<file path="src/rtl/reg_move_sequencer.sv">
`default_nettype none
// ============================================================================
// Module      : reg_move_sequencer
// Description : Sequences a MOV8 register-to-register transfer on the shared
//               data bus. The source select is driven first, the destination
//               load is pulsed inside the select window, and the select is
//               released last. Every output is registered.
// Revision    : 1.0 - initial release
// ============================================================================
module reg_move_sequencer #(
    parameter int N     = 8,
    parameter int SETUP = 1,
    parameter int LOAD  = 2,
    parameter int HOLD  = 1
) (
    input  logic             clk,
    input  logic             reset,
    input  logic             start,
    input  logic [7:0]       opcode,
    input  logic [8*N-1:0]   reg_data,
    output logic [7:0]       sel,
    output logic [7:0]       ld,
    output logic [N-1:0]     data_out,
    output logic             busy,
    output logic             done,
    output logic             illegal
);

    // The phase counter has to reach the longest of the three phase lengths.
    localparam int c_max_ab    = (SETUP > LOAD) ? SETUP : LOAD;
    localparam int c_max_phase = (c_max_ab > HOLD) ? c_max_ab : HOLD;
    localparam int c_cnt_w     = $clog2(c_max_phase) + 1;

    localparam logic [c_cnt_w-1:0] c_setup_last = c_cnt_w'(SETUP - 1);
    localparam logic [c_cnt_w-1:0] c_load_last  = c_cnt_w'(LOAD - 1);
    localparam logic [c_cnt_w-1:0] c_hold_last  = c_cnt_w'(HOLD - 1);

    typedef enum logic [2:0] {
        S_IDLE = 3'd0,
        S_SEL  = 3'd1,
        S_LOAD = 3'd2,
        S_HOLD = 3'd3,
        S_DONE = 3'd4
    } state_t;

    state_t             r_state;
    logic [c_cnt_w-1:0] r_cnt;
    logic [2:0]         r_src;
    logic [2:0]         r_dst;

    // Register file contents viewed as an array indexed by register number.
    logic [N-1:0] w_regs [8];

    genvar gi;
    generate
        for (gi = 0; gi < 8; gi++) begin : g_unpack
            assign w_regs[gi] = reg_data[gi*N +: N];
        end
    endgenerate

    function automatic logic [7:0] f_onehot(input logic [2:0] idx);
        f_onehot = 8'b0000_0001 << idx;
    endfunction

    // Transfer state machine; outputs are loaded with the values of the state
    // being entered so that every strobe comes straight from a flop.
    always_ff @(posedge clk or posedge reset) begin
        if (reset) begin
            r_state  <= S_IDLE;
            r_cnt    <= '0;
            r_src    <= 3'd0;
            r_dst    <= 3'd0;
            sel      <= 8'h00;
            ld       <= 8'h00;
            data_out <= '0;
            busy     <= 1'b0;
            done     <= 1'b0;
            illegal  <= 1'b0;
        end else begin
            done    <= 1'b0;
            illegal <= 1'b0;
            case (r_state)
                S_IDLE: begin
                    if (start) begin
                        if (opcode[7:6] == 2'b00) begin
                            r_src    <= opcode[2:0];
                            r_dst    <= opcode[5:3];
                            r_cnt    <= '0;
                            r_state  <= S_SEL;
                            sel      <= f_onehot(opcode[2:0]);
                            data_out <= w_regs[opcode[2:0]];
                            busy     <= 1'b1;
                        end else begin
                            illegal <= 1'b1;
                        end
                    end
                end
                S_SEL: begin
                    data_out <= w_regs[r_src];
                    if (r_cnt == c_setup_last) begin
                        r_cnt   <= '0;
                        r_state <= S_LOAD;
                        ld      <= f_onehot(r_dst);
                    end else begin
                        r_cnt <= r_cnt + 1'b1;
                    end
                end
                S_LOAD: begin
                    data_out <= w_regs[r_src];
                    if (r_cnt == c_load_last) begin
                        r_cnt   <= '0;
                        r_state <= S_HOLD;
                        ld      <= 8'h00;
                    end else begin
                        r_cnt <= r_cnt + 1'b1;
                    end
                end
                S_HOLD: begin
                    if (r_cnt == c_hold_last) begin
                        // Select drops only after the load has been low for HOLD cycles.
                        r_cnt    <= '0;
                        r_state  <= S_DONE;
                        sel      <= 8'h00;
                        data_out <= '0;
                        done     <= 1'b1;
                    end else begin
                        data_out <= w_regs[r_src];
                        r_cnt    <= r_cnt + 1'b1;
                    end
                end
                S_DONE: begin
                    // start is not looked at here; the next request is taken from IDLE.
                    r_cnt   <= '0;
                    r_state <= S_IDLE;
                    busy    <= 1'b0;
                end
                default: begin
                    r_cnt    <= '0;
                    r_state  <= S_IDLE;
                    sel      <= 8'h00;
                    ld       <= 8'h00;
                    data_out <= '0;
                    busy     <= 1'b0;
                end
            endcase
        end
    end

endmodule
`default_nettype wire
</file>
<file path="config.mk">
export PLATFORM = sky130hd
export DESIGN_NAME = reg_move_sequencer
export DESIGN_NICKNAME = d
export VERILOG_FILES = /design/src/rtl/reg_move_sequencer.sv
export SDC_FILE = /design/constraint.sdc
export NUM_CORES = 1
export LEC_CHECK = 0
export CORE_MARGIN = 5
export CORE_UTILIZATION = 45
export DETAILED_ROUTE_END_ITERATION = 10
export PLACE_DENSITY_LB_ADDON = 0.3
export REMOVE_ABC_BUFFERS = 1
export SYNTH_ARGS = -nofsm -noshare
export SYNTH_HDL_FRONTEND = slang
export SYNTH_SLANG_ARGS = --single-unit
</file>
<file path="constraint.sdc">
create_clock -name clk -period 3.4 [get_ports clk]
set_clock_uncertainty 0.15 [all_clocks]
set_input_delay 0.34 -clock clk [delete_from_list [all_inputs] [get_ports clk]]
set_output_delay 0.34 -clock clk [all_outputs]
set_load 0.005 [all_outputs]
</file>
# Yosys cells after proc, flatten, opt, wreduce, memory -nomap -nowiden
# Cells that the tools add are included.
dict set report totals {
  reg_bits 38
  input_bits 75
  out_inout_bits 27
  word_cells 82
}
dict set report classes {
  n_addsub 1
  magnitude_cmp 2
  eq_ne 10
  shifts 2
  mux 36
  bitwise 6
  reduce_logical 15
}
# op count
set op_table {}
lappend op_table {{8-bit two-way mux} 12}
lappend op_table {{8-bit binary-select mux with 3-bit select} 2}
lappend op_table {{8-bit one-hot mux with 3 select lines} 2}
lappend op_table {{8-bit one-hot mux with 4 select lines} 1}
lappend op_table {{1-bit by 3-bit << shifter with 8-bit output, first input constant} 2}
lappend op_table {{3-bit two-way mux} 5}
lappend op_table {{3-bit one-hot mux with 4 select lines} 1}
lappend op_table {{3-bit AND reduction} 4}
lappend op_table {{2-bit inequality test, second input constant} 5}
lappend op_table {{3-bit OR reduction} 3}
lappend op_table {{4-bit >= comparator, second input constant} 2}
lappend op_table {{2-bit two-way mux} 4}
lappend op_table {{3-bit NOT with 4-bit output} 2}
lappend op_table {{1-bit two-way mux} 7}
lappend op_table {{3-bit by 2-bit == test with 1-bit output, second input constant} 2}
lappend op_table {{2-bit one-hot mux with 3 select lines} 1}
lappend op_table {{5-bit AND reduction} 1}
lappend op_table {{2-bit zero test} 2}
lappend op_table {{1-bit NOT} 4}
lappend op_table {{4-bit AND reduction} 1}
lappend op_table {{2-bit OR reduction} 2}
lappend op_table {{3-bit by 1-bit == test with 1-bit output, second input constant} 1}
lappend op_table {{3-bit == test, second input constant} 1}
lappend op_table {{3-bit zero test} 1}
lappend op_table {{other kinds (4)} 4}

# Logic depth before layout (Yosys ltp)
# Gate-level depths: netlist of run 1.
dict set report depth {
  ltp_word 7
  depth_mapped 7
  mapped_depth_nobuf 6
}

# Worst setup path after synthesis of run 1
# No wires, ideal clock.
dict set report synth_timing {
  kind {register to register}
  start {register r_state[0]}
  end {register sel[0]}
  setup_time_ns 0.125
  arrival_time_ns 1.655
  t_required_ns 3.125
  slack_ns 1.471
  stages_incl_launch_ff 7
  n_path_buf 2
  synth_period_minus_slack_ns 1.929
  path_cell_list {dfrtp_1 -> or3_1 -> buf_2 -> a21oi_4 -> a31o_2 -> buf_4 -> mux2_2}
}
dict set report synth_between {
  elab_chain_len 4
  word_cells_on_any_way 12
  classes_between {eq/ne: 7; mux: 1; bitwise: 1; reduce/logical: 3}
}
# item line
set synth_lines {}
lappend synth_lines {{start: declaration} 46} ;# state_t r_state;
lappend synth_lines {{start signal: assignment} 69} ;# r_state <= S_IDLE;
lappend synth_lines {{start signal: assignment} 89} ;# r_state <= S_SEL;
lappend synth_lines {{start signal: assignment} 102} ;# r_state <= S_LOAD;
lappend synth_lines {{3-bit by 2-bit == test with 1-bit output (tied with other cells)} 82} ;# case (r_state)
lappend synth_lines {{3-bit OR reduction (no source line)} --}
lappend synth_lines {{1-bit NOT (no source line)} --}
lappend synth_lines {{4-bit AND reduction (no source line)} --}
lappend synth_lines {{end signal: assignment} 90} ;# sel <= f_onehot(opcode[2:0]);
lappend synth_lines {{end: declaration} 21} ;# output logic [7:0] sel,
# Parallel ways exist; a longest one is shown, timed or not.
# A chain may end at the register's enable or synchronous reset.

# Final worst setup path of run 1
dict set report layout_timing {
  start {input opcode[2]}
  end {register data_out[7]}
}
dict set report layout_between {
  elab_chain_len 7
}
# item line
set layout_lines {}
lappend layout_lines {{start: declaration} 19} ;# input logic [7:0] opcode,
lappend layout_lines {{3-bit NOT with 4-bit output (implied by the code)} 91} ;# data_out <= w_regs[opcode[2:0]];
lappend layout_lines {{8-bit binary-select mux with 3-bit select} 91}
lappend layout_lines {{8-bit two-way mux (implied by the code) (2 in a row)} 91}
lappend layout_lines {{8-bit two-way mux} 85} ;# if (opcode[7:6] == 2'b00) begin
lappend layout_lines {{8-bit two-way mux} 84} ;# if (start) begin
lappend layout_lines {{8-bit one-hot mux with 4 select lines} 82}
lappend layout_lines {{end signal: assignment} 91}
lappend layout_lines {{end signal: assignment} 99} ;# data_out <= w_regs[r_src];
lappend layout_lines {{end signal: assignment} 109} ;# data_out <= w_regs[r_src];
lappend layout_lines {{end: declaration} 23} ;# output logic [N-1:0] data_out,
# Every way passes these cells. The select of a mux whose other input is x is not followed.

==> flow_summary.json, run 1 <==
{
  "port-buffer-count": 101,
  "grt_use_total": 0.202,
  "worst_pin_slew_ns": 1.02,
  "cts_sinks": 38,
  "die_area_sq_mm": 0.00770,
  "ys.flop_type": "dfrtp_1",
  "area_growth_pct": 44.0,
  "drt_iter0_drc": 93,
  "fin_nets": 400,
  "die_y_microns": 87.8,
  "power.leakage_nw": 1.61,
  "grt_pass1_vias": 2514,
  "hold_class": "flop to flop",
  "grt_pass1_wl_mm": 12.1,
  "clockBufferDepth": 2,
  "slew_viol_final": 0,
  "grt_antenna_before_repair": 0,
  "clockRootBuffer": "clkbuf_8",
  "ys_ff_latch": 38,
  "final-hold-violation-count": 0,
  "startpoint_type": "primary input",
  "place_congestion": 0.797,
  "dieWidth_microns": 87.8,
  "finalSetupTns_ns": 0,
  "routedWlPerCell_microns": 18.4,
  "layout-drive-gt1-share": 0.235,
  "worstPathMaxFanout": 14,
  "vias": 2339,
  "avgSynthCellArea_sq_um": 12.1,
  "yosysUniqueCellTypes": 34,
  "synthArstFlopShare": 1.00,
  "final_cells": 398,
  "row_count": 28,
  "syn-instance-count": 225,
  "h-tree-depth": 2,
  "hold_ws_ns": 0.346,
  "timing.slew.headroom": 0.317,
  "hold_buffers": 0,
  "finalCritPeriodShare": 0.692,
  "postCtsSetupBuffers": 0,
  "drt_pass1_iterations": 4,
  "routed_wirelength_mm": 7.34,
  "synth-seq-area-share": 0.349,
  "io-pin-count": 102,
  "path_clk_slew_ns": 0.08,
  "numCtsBuffers": 5,
  "fin_crit_ns": 2.35,
  "yosysWarningCount": 0,
  "reg2reg_depth": 4,
  "clock.fmax_mhz": 425,
  "ant_nets": 0,
  "endpoint_kind": "flop",
  "status": "complete, no violations",
  "remaining_drc_errors": 0,
  "dpl-instance-area_sq_mm": 0.00378,
  "viasPerCell": 5.88,
  "dp_slack_ns": 0.737,
  "setup_viol_count_final": 0,
  "final_area_sq_mm": 0.00392,
  "critical_path_class": "primary input to flop",
  "antenna_cells": 0,
  "fp.coreArea_sq_mm": 0.00589,
  "dp_hpwl_mm": 5.63,
  "cellPowerDensity_mw_per_mm2": 703,
  "grt-ovfl-total": 0,
  "rsz0062_at_grt": "no",
  "irDropWorstVdd_mv": 0.359,
  "n_fill_cell": 474,
  "dp.cells": 390,
  "synth_area_sq_mm": 0.00272,
  "cts_tree": "done",
  "crit_arrival_ns": 2.38,
  "worst_slack_ns": 1.05,
  "regToRegSetupSlack_ns": 1.05,
  "grt_start_max_net_pins": 23,
  "required_ns": 3.43,
  "insertion_delay_ns": 0.29,
  "holdPathStages": 1,
  "start_util": 0.462,
  "drv_cap": 0,
  "cts_resized": 0,
  "synth-edff-count": 0
}
==> through the flow <==
| step | utilization | total power, W |
|---|---|---|
| after floorplan | - | 0.00169 |
| after global placement | 0.642 | 0.00227 |
| after detailed placement | 0.642 | 0.00230 |
| after CTS | 0.666 | 0.00277 |
| after global routing | 0.666 | 0.00295 |
| final | 0.666 | 0.00275 |
==> cells in the mapped netlist, types with 3 or more instances <==
cell type | instances | area share
a21o_1 | 4 | 0.011
a21oi_1 | 3 | 0.0055
a221o_1 | 8 | 0.029
buf_2 | 3 | 0.0055
buf_4 | 3 | 0.0083
clkbuf_1 | 8 | 0.011
dfrtp_1 | 38 | 0.35
ha_1 | 3 | 0.014
inv_1 | 4 | 0.0055
mux2_2 | 41 | 0.17
mux4_1 | 9 | 0.087
mux4_2 | 16 | 0.13
nand2_1 | 12 | 0.017
nand2b_1 | 7 | 0.016
nor2_1 | 22 | 0.030
nor3_1 | 11 | 0.020
nor4_1 | 4 | 0.0092
o21ai_0 | 4 | 0.0074
o22ai_1 | 7 | 0.016
==> power breakdown <==
group | leakage, nW | switching [W] | internal, W | total, W
clock network | 0.0683 | 0.000167 | 0.000294 | 0.000461
logic | 1.04 | 0.000537 | 0.000855 | 0.00139
registers | 0.494 | 0.000259 | 0.000642 | 0.000902
total | 1.61 | 0.000963 | 0.00179 | 0.00275
==> sequential cells by signal (all words and copies together) (netlist names) <==
signal / flops
data_out: 8
illegal: 1
r_src: 3
busy: 1
ld: 8
r_dst: 3
r_cnt: 2
done: 1
r_state: 3
sel: 8
==> final timing paths <==
kind | from | end
min reg2reg | sel[2] | sel[2]
max reg2reg | r_src[1] | data_out[0]
min in group asynchronous | reset | sel[0]
max in group asynchronous | reset | ld[1]
max | opcode[2] | data_out[7]
min | sel[2] | sel[2]
==> critical path, stage by stage <==
cell             delay, ns
clkdlybuf4s50_1       0.88
buf_4                 0.28
mux4_2                0.32
mux2_2                0.27
a221o_1               0.28
==> placed cells by master, fill, tap and decap left out, types with 2 or more instances in the layout <==
master,Yosys,layout
a21o_1,4,4
a21oi_1,3,3
a221o_1,8,8
and4b_1,2,2
buf_4,3,5
bufinv_16,0,2
clkbuf_8,0,5
clkdlybuf4s50_1,0,101
dfrtp_1,38,38
ha_1,3,3
inv_1,4,4
mux2_2,41,41
mux4_1,9,9
mux4_2,16,16
nand2_1,12,12
nand2b_1,7,7
nand3_1,2,2
nor2_1,22,22
nor3_1,11,11
nor4_1,4,4
o21ai_0,4,4
o22ai_1,7,7
or3_1,2,2
==> cell type report <==
type                            instances  area [sq um]  share of cell area
Clock inverter                          3          68.8              0.0176
Sequential cell                        38           951               0.243
Multi-Input combinational cell        167          1670               0.427
Clock buffer                            5          68.8              0.0176
Timing Repair Buffer                  106          1050               0.268
Tap cell                               75          93.8              0.0239
Inverter                                4          15.0             0.00383
==> layer usage <==
layer	vias up	global-route usage	share of wire
met5	-	0	0
met4	0	0.0572	0.019
met3	12	0.0508	0.073
met2	77	0.352	0.52
met1	1175	0.248	0.39
li1	1075	-	-
==> logic make-up after synthesis <==
logic type | synth area share
AOI/OAI and AO/OA | 0.0860
adders and majority gates | 0.0138
buffers and inverters | 0.0359
DFF | 0.349
muxes | 0.393
and+or+nand+nor | 0.122
Power figures use the tool's default switching activity.
==> run 2: changes to the inputs <==
--- a/config.mk
+++ b/config.mk
@@ -6,7 +6,7 @@
 export NUM_CORES = 1
 export LEC_CHECK = 0
 export CORE_MARGIN = 5
-export CORE_UTILIZATION = 45
+export CORE_UTILIZATION = 41
 export DETAILED_ROUTE_END_ITERATION = 10
 export PLACE_DENSITY_LB_ADDON = 0.3
 export REMOVE_ABC_BUFFERS = 1
==> constraint.sdc (replaced) <==
create_clock -name clk -period 2.05 [get_ports clk]
set_clock_uncertainty 0.15 [all_clocks]
set_input_delay 0.205 -clock clk [delete_from_list [all_inputs] [get_ports clk]]
set_output_delay 0.205 -clock clk [all_outputs]
set_load 0.005 [all_outputs]
==> run 2 against run 1 <==
Total power increased by 63%. Sequential power increased by 47%. Critical path type is now flop to flop. Hold slack got worse by 0.17 ns. Setup slack got worse by 0.95 ns. Count of clock-buffer cells in the layout increased by 1. Via count increased by 0.38%. Die area increased by 8.6%. First-iteration DRC count increased by 33%. Wire length increased by 1.6%.
==> flow_summary.json, run 2 (synthesis gave the netlist of run 1 again) <==
{
  "hold_ws_ns": 0.175,
  "antenna_cells": 0,
  "numCtsBuffers": 5,
  "cts_sinks": 38,
  "cts_tree": "done",
  "dpl-instance-area_sq_mm": 0.00389,
  "required_ns": 2.08,
  "h-tree-depth": 2,
  "insertion_delay_ns": 0.29,
  "reg_top3": "data_out: 8 flops, ld: 8 flops, sel: 8 flops",
  "worst_pin_slew_ns": 0.568,
  "status": "complete, no violations",
  "startpoint_type": "flop",
  "startpoint": "r_state[0]",
  "drt_iter0_drc": 124,
  "rsz0062_at_grt": "no",
  "timing.slew.headroom": 0.622,
  "rr_startpoint": "r_state[0]",
  "grt_start_max_net_pins": 39,
  "clock.fmax_mhz": 512,
  "power.leakage_nw": 1.67,
  "crit_arrival_ns": 1.98,
  "irDropWorstVdd_mv": 0.716,
  "final_area_sq_mm": 0.00405,
  "finalCritPeriodShare": 0.953,
  "area_growth_pct": 48.8,
  "grt_pass1_vias": 2551,
  "setup_viol_count_final": 0,
  "drt_pass1_iterations": 4,
  "die_y_microns": 91.5,
  "cellPowerDensity_mw_per_mm2": 1110,
  "hold_class": "primary input to asynchronous set/reset pin",
  "remaining_drc_errors": 0,
  "hold_buffers": 0,
  "layout-drive-gt1-share": 0.263,
  "grt_antenna_before_repair": 0,
  "dp_hpwl_mm": 5.60,
  "critical_path_class": "flop to flop",
  "final-hold-violation-count": 0,
  "place_congestion": 0.878,
  "grt-ovfl-total": 0,
  "final_common_cell": "clkdlybuf4s50_1",
  "grt_pass1_wl_mm": 12.4,
  "row_count": 29,
  "drv_cap": 0,
  "path_clk_slew_ns": 0.08,
  "start_util": 0.426,
  "clockBufferDepth": 2,
  "fp.coreArea_sq_mm": 0.00639,
  "ant_nets": 0,
  "dieWidth_microns": 91.5,
  "routed_wirelength_mm": 7.45,
  "viasPerCell": 5.71,
  "n_fill_cell": 522,
  "fin_nets": 411,
  "die_area_sq_mm": 0.00837,
  "clockRootBuffer": "clkbuf_8",
  "routedWlPerCell_microns": 18.1,
  "slew_viol_final": 0,
  "endpoint_kind": "flop",
  "fin_crit_ns": 1.95,
  "io-pin-count": 102,
  "grt_use_total": 0.182,
  "total_power_w": 0.00449,
  "port-buffer-count": 101,
  "worstPathMaxFanout": 15,
  "vias": 2348,
  "layout_common_cells": "clkdlybuf4s50_1 (100), mux2_2 (41), dfrtp_1 (38)"
}
## run 2: where the power goes
group          internal (W)  total (W)  switching (W)
Combinational       0.00154    0.00261        0.00108
Clock              0.000270   0.000544       0.000274
Sequential          0.00107    0.00133       0.000259
## run 2: timing repair
| action | 4_1_cts | 5_1_grt |
|---|---|---|
| endpoints found under the setup margin | 1 | 15 |
| resized for setup | 1 | 3 |
| buffers inserted | 1 | 0 |
| cloned | 1 | 0 |
## run 2: final timing paths
kind / to / slack [ns] / cells past startpoint
min: r_state[0] / 0.18 / 3
min reg2reg: sel[2] / 0.33 / 1
min in group clk: sel[2] / 0.33 / 1
max reg2reg: sel[4] / 0.1 / 4
max in group asynchronous: sel[7] / 1.23 / 3
max: sel[4] / 0.1 / 4
## run 2: through the flow
step                utilization  setup TNS [ns]  cells  worst slack, ns
floorplan                     -          -0.719    209           -0.121
global placement          0.609           -1.77    401           -0.277
detailed placement        0.609           -2.12    401           -0.334
CTS                       0.632               0    411           0.0227
global route              0.634               0    411          0.00698
finish                    0.634               0    411           0.0967
## run 2: area by class of cell
class | count | area [sq um] | area share
clock buffer | 6 | 82.6 | 0.0204
clock inverter | 2 | 12.5 | 0.00309
inverter | 4 | 15.0 | 0.00371
multi-input combinational | 167 | 1690 | 0.417
sequential | 38 | 951 | 0.235
tap | 77 | 96.3 | 0.0238
timing repair buffer | 117 | 1200 | 0.298
## run 2: layer usage
layer | part of all wire | up-vias | wire, microns | track usage
li1 | - | 1096 | - | -
met1 | 0.40 | 1141 | 2980 | 0.228
met2 | 0.49 | 100 | 3680 | 0.307
met3 | 0.083 | 11 | 615 | 0.0455
met4 | 0.023 | 0 | 173 | 0.0587
met5 | 0 | - | 0 | 0
## run 2: critical path: stages (launching register included)
cell and delay [ns]:
dfrtp_1 0.39, buf_4 0.19, o21ai_0 0.40, a31o_2 0.35
mux2_2 0.36
==> run 3: changes to the inputs <==
--- a/config.mk
+++ b/config.mk
@@ -8,6 +8,7 @@
 export CORE_MARGIN = 5
 export CORE_UTILIZATION = 41
 export DETAILED_ROUTE_END_ITERATION = 10
+export GPL_ROUTABILITY_DRIVEN = 0
 export PLACE_DENSITY_LB_ADDON = 0.3
 export REMOVE_ABC_BUFFERS = 1
 export SYNTH_ARGS = -nofsm -noshare
==> results of run 3 <==
The final DEF is identical to that of run 2; final timing and power are the same.
